<file path="config.mk">
export PLATFORM = sky130hd
export DESIGN_NAME = cmd_sched
export DESIGN_NICKNAME = d
export VERILOG_FILES = /design/src/rtl/cmd_sched.sv
export SDC_FILE = /design/constraint.sdc
export NUM_CORES = 1
export LEC_CHECK = 0
export BUFFER_PORTS_ARGS = -buffer_cell sky130_fd_sc_hd__buf_2
export CELL_PAD_IN_SITES_DETAIL_PLACEMENT = 1
export CELL_PAD_IN_SITES_GLOBAL_PLACEMENT = 1
export CORE_MARGIN = 1.5
export CORE_UTILIZATION = 35
export CTS_BUF_LIST = sky130_fd_sc_hd__clkbuf_4 sky130_fd_sc_hd__clkbuf_8 sky130_fd_sc_hd__clkbuf_16
export DETAILED_ROUTE_END_ITERATION = 8
export GPL_ROUTABILITY_DRIVEN = 0
export PLACE_DENSITY = 0.88
export RECOVER_POWER = 100
export SLEW_MARGIN = 40
export SYNTH_ARGS = -nofsm -noshare
export SYNTH_HDL_FRONTEND = slang
export SYNTH_SLANG_ARGS = --single-unit
</file>
<file path="constraint.sdc">
create_clock -name clk_sys -period 4.2 [get_ports clk_sys]
set_input_delay 1.26 -clock clk_sys [delete_from_list [all_inputs] [get_ports clk_sys]]
set_output_delay 1.26 -clock clk_sys [all_outputs]
set_load 0.02 [all_outputs]
</file>
<file path="src/rtl/cmd_sched.sv">
// Round-robin scheduler for two command requesters sharing one strobed command bus.
// Ack is combinational in IDLE; cmd_vld runs CMD_LEN cycles, then waits for cmd_done (bounded), then a gap.
module cmd_sched #(
  parameter int CMD_LEN = 10,
  parameter int GAP_LEN = 16,
  parameter int TMO_LEN = 1023
) (
  input  logic       clk_sys,
  input  logic       rst_sys,
  input  logic       reqa_vld,
  input  logic [7:0] reqa_dev,
  input  logic [7:0] reqa_mod,
  input  logic [7:0] reqa_addr,
  input  logic [7:0] reqa_data,
  output logic       reqa_ack,
  input  logic       reqb_vld,
  input  logic [7:0] reqb_dev,
  input  logic [7:0] reqb_mod,
  input  logic [7:0] reqb_addr,
  input  logic [7:0] reqb_data,
  output logic       reqb_ack,
  output logic [7:0] dev_id,
  output logic [7:0] mod_id,
  output logic [7:0] cmd_addr,
  output logic [7:0] cmd_data,
  output logic       cmd_vld,
  input  logic       cmd_done,
  output logic       busy,
  output logic       grant_b,
  output logic       tmo_err
);

  typedef enum logic [1:0] {S_IDLE, S_ISSUE, S_WAIT, S_GAP} state_t;

  typedef struct packed {
    logic [7:0] dev;
    logic [7:0] md;
    logic [7:0] addr;
    logic [7:0] data;
  } cmd_t;

  localparam logic [15:0] CMD_LAST = 16'(CMD_LEN - 1);
  localparam logic [15:0] GAP_LAST = 16'(GAP_LEN - 1);
  localparam logic [15:0] TMO_LAST = 16'(TMO_LEN - 1);
  localparam bit          GAP_SKIP = (GAP_LEN == 0);

  state_t      state_q, state_d;
  logic [15:0] cnt_q, cnt_d;
  logic        done_seen_q, done_seen_d;
  logic        last_b_q, last_b_d;
  logic        grant_b_q, grant_b_d;
  logic        tmo_err_q, tmo_err_d;
  cmd_t        cmd_q, cmd_d;

  cmd_t        req_a, req_b;
  logic        grant_go;
  logic        pick_b;
  logic        wait_exit;

  assign req_a = {reqa_dev, reqa_mod, reqa_addr, reqa_data};
  assign req_b = {reqb_dev, reqb_mod, reqb_addr, reqb_data};

  always_comb begin
    state_d     = state_q;
    cnt_d       = cnt_q;
    done_seen_d = done_seen_q;
    last_b_d    = last_b_q;
    grant_b_d   = grant_b_q;
    cmd_d       = cmd_q;
    tmo_err_d   = 1'b0;
    grant_go    = 1'b0;
    pick_b      = 1'b0;
    wait_exit   = 1'b0;

    case (state_q)
      S_IDLE: begin
        // No grant while reset is held, so no ack can leak during reset cycles.
        if ((reqa_vld || reqb_vld) && !rst_sys) begin
          grant_go    = 1'b1;
          pick_b      = reqb_vld && (!reqa_vld || !last_b_q);
          cmd_d       = pick_b ? req_b : req_a;
          grant_b_d   = pick_b;
          last_b_d    = pick_b;
          cnt_d       = 16'd0;
          done_seen_d = 1'b0;
          state_d     = S_ISSUE;
        end
      end

      S_ISSUE: begin
        if (cmd_done) begin
          done_seen_d = 1'b1;
        end
        if (cnt_q == CMD_LAST) begin
          cnt_d   = 16'd0;
          state_d = S_WAIT;
        end else begin
          cnt_d = cnt_q + 16'd1;
        end
      end

      S_WAIT: begin
        wait_exit = cmd_done || done_seen_q || (cnt_q == TMO_LAST);
        if (wait_exit) begin
          tmo_err_d   = !(cmd_done || done_seen_q);
          done_seen_d = 1'b0;
          cnt_d       = 16'd0;
          state_d     = GAP_SKIP ? S_IDLE : S_GAP;
        end else begin
          cnt_d = cnt_q + 16'd1;
        end
      end

      S_GAP: begin
        if (cnt_q == GAP_LAST) begin
          cnt_d   = 16'd0;
          state_d = S_IDLE;
        end else begin
          cnt_d = cnt_q + 16'd1;
        end
      end

      default: begin
        state_d = S_IDLE;
        cnt_d   = 16'd0;
      end
    endcase
  end

  always_ff @(posedge clk_sys) begin
    if (rst_sys) begin
      state_q     <= S_IDLE;
      cnt_q       <= 16'd0;
      done_seen_q <= 1'b0;
      last_b_q    <= 1'b1;
      grant_b_q   <= 1'b0;
      tmo_err_q   <= 1'b0;
      cmd_q       <= '0;
    end else begin
      state_q     <= state_d;
      cnt_q       <= cnt_d;
      done_seen_q <= done_seen_d;
      last_b_q    <= last_b_d;
      grant_b_q   <= grant_b_d;
      tmo_err_q   <= tmo_err_d;
      cmd_q       <= cmd_d;
    end
  end

  assign reqa_ack = grant_go && !pick_b;
  assign reqb_ack = grant_go && pick_b;
  assign cmd_vld  = (state_q == S_ISSUE);
  assign busy     = (state_q != S_IDLE);
  assign grant_b  = grant_b_q;
  assign tmo_err  = tmo_err_q;
  assign dev_id   = cmd_q.dev;
  assign mod_id   = cmd_q.md;
  assign cmd_addr = cmd_q.addr;
  assign cmd_data = cmd_q.data;

endmodule

</file>
==> flow_summary.ini <==
[run_status]
run_status = finished, violations left
violations = capacitance limit, slew limit

[setup_path]
path_cells = buf_2, clkbuf_1, nor2_2, a21o_1, a22o_1
slowest_delay_ns = 1.44
crit_start = rst_sys
r2r_start = cnt_q[0]
critPathLaunchType = input pin
crit_arrival_ns = 3.76
endpoint_kind = flop
cp_slowest_cell = clkbuf_1
cp_max_fo = 43
path_class = in2reg
crit_required_ns = 4.40

[placement]
hpwlAfterDp_mm = 5.44
io_buffer_count = 106
dp.cells = 484
pre_cts_ws_ns = 0.765

[routing]
routed_via_density = 5.06
dr.max_layer_used = met4
ant_nets = 0
drt_iter0_drc = 85
met2_length_mm = 3.51
wire_per_inst_um = 14.4
drtPass1Iterations = 4
drc = 0
wl_met3_um = 427
wirelength_met1_mm = 3.02
vias = 2489
routed_wl_mm = 7.07

[cells_and_area]
drive_above_1_share_pct = 21.9
areaGrowthSynthToFinish_pct = 25.6
fillCellCount = 937
antenna_cells = 0
nNetsFinal = 469
final_core_util_pct = 45.6
post_layout_nonfiller_instances = 492

[logic_synthesis]
synth_nets = 372
ys.flop_type = dfxtp_1
synth_edf_count = 0
syn-cell-area_um2 = 2650
syn_area_per_cell_um2 = 8.97
ys_ff_latch = 54
ys_warn_count = 0
syn-instance-count = 295
yosysSeqAreaShare_pct = 40.8
ys_async_sr_fraction_pct = 0
synth.distinct_cells = 38

[sta]
fmax_mhz = 281
tightestPinTransition_ns = 2.00
fin_crit_sh_pct = 84.6
slew_headroom_pct = -33.5
tns_ns = 0
rsz0062_at_grt = false
finClkSkew_ns = 0.00728
final_hold_viol_count = 0
timing.final.ws_setup_ns = 0.645
slew_violations = 44
period_needed_ns = 3.55
setup_violations = 0

[power_and_ir_drop]
switching_power_mw = 0.660
power_frac_comb_pct = 38.5
p_int_mw = 1.02
p_per_area_nw_per_um2 = 504
p_leak_nw = 1.37
ir_worst_vdd_mv = 0.242
p_sw_share_pct = 39.4
p_clk_share_pct = 21.5
pwr-share-seq_pct = 39.9

[global_routing]
grt_max_degree = 65
grt_usage_pct = 17.2
antenna_found_initial = 0
overflow = 0
grt_pass1_wl_mm = 11.5
grt_pass1_vias = 2436

[die]
row_count = 31
die_width_um = 90.0
io_pins = 107
die_y_um = 90.0
core_area_um2 = 7290
die_area_um2 = 8100
start_util_pct = 36.3

[clocking]
clockBufferDepth = 2
clkTransAtPathRegs_ns = 0.10
cts_tree = yes
clock_latency_ns = 0.31
post_cts_resized = 0
cts-root-buf = clkbuf_8
cts_made_buffers = 5
htreeDepth = 2
cts.sinks = 54
holdBufCountCts = 0
cts_setup_buffers = 0

[worst_hold_path]
worstHoldPathType = reg2reg
worstHoldStart = cmd_addr[0]

[job]
max_cap_viol_count = 1
through the flow:
stage	total power, mW	hold slack, ns	instance area, um2
detailed placement	1.36	0.496	3260
global route	1.79	0.531	3330
global placement	1.33	0.484	3260
floorplan	1.14	0.431	2650
CTS	1.72	0.510	3380
finish	1.68	0.508	3330
kinds of logic (layout without fill, tap and decap cells):
kind of cell | count (synthesis) | in the layout | synth area share, %
buf+inv | 29 | 127 | 4.68
fa+ha+maj | 8 | 8 | 3.78
mux | 37 | 37 | 14.0
flops | 54 | 54 | 40.8
compound gates | 65 | 65 | 18.6
simple gates | 101 | 101 | 17.8
xor+xnor | 1 | 1 | 0.331
synth_stat cells, types with 2 or more instances:
master,number,area (um2)
a211oi_1,33,248
a21o_1,4,30.0
a21oi_1,12,60.1
a22o_1,4,35.0
and3_1,4,25.0
and3b_1,2,17.5
buf_1,6,22.5
buf_2,6,30.0
clkbuf_1,7,26.3
dfxtp_1,54,1080
ha_1,8,100
inv_1,9,33.8
mux2i_1,37,370
nand2_1,14,52.6
nand3_1,14,70.1
nand4_1,5,31.3
nor2_1,53,199
nor4_1,2,12.5
o311ai_0,2,17.5
worst max-delay path, delay by kind of cell:
| kind | cells | cell delay (ns) |
|---|---|---|
| buf+inv | 2 | 1.56 |
| compound gates | 2 | 0.48 |
| simple gates | 1 | 0.45 |
power groups by stage:
stage | Combinational [mW] | Sequential (mW) | Clock [mW]
floorplan | 0.370 | 0.770 | 0
global placement | 0.657 | 0.672 | 0
detailed placement | 0.680 | 0.677 | 0
CTS | 0.683 | 0.668 | 0.367
global route | 0.714 | 0.684 | 0.389
finish | 0.646 | 0.670 | 0.361
state kept, by name, summed over array words and instances, names as in the netlist:
name,count
grant_b,1
cmd_addr,8
cnt_q,16
done_seen_q,1
state_q,2
dev_id,8
cmd_data,8
last_b_q,1
tmo_err,1
mod_id,8
metal layers:
metal | up-vias | global-route usage [%]
li1 | 1252 | -
met2 | 82 | 30.9
met3 | 11 | 4.06
met5 | - | 0
met1 | 1144 | 20.1
met4 | 0 | 5.29
layout make-up:
| cell class | instances | area, um2 | share of cell area [%] |
|---|---|---|---|
| clock buffers | 6 | 76.3 | 2.29 |
| clock inverters | 2 | 37.5 | 1.13 |
| inverters | 9 | 33.8 | 1.02 |
| multi-input cells | 212 | 1460 | 44.0 |
| flip-flops and latches | 54 | 1080 | 32.5 |
| well taps | 99 | 124 | 3.72 |
| repair buffers | 110 | 509 | 15.3 |
path summary, 6_finish.rpt:
kind	end	slack [ns]	depth (start not counted)
worst min register to register	cmd_addr[0]	0.51	2
worst min-delay path	cmd_addr[0]	0.51	2
worst max register to register	cnt_q[13]	1.82	8
worst max-delay path	cnt_q[14]	0.65	5
cell usage in the layout (no fill, tap or decap), drive strengths merged, types with 2 or more instances in the layout:
master,instances
nand2,14
nand4,5
ha,8
nand3,14
nor4,3
a22oi,2
a21o,4
o311ai,2
clkbuf,45
a211oi,34
mux2i,37
dfxtp,54
and3,4
buf,71
o21ai,2
nor2,53
inv,9
a21oi,12
and3b,2
a22o,4
(Power assumes the default switching activity.)
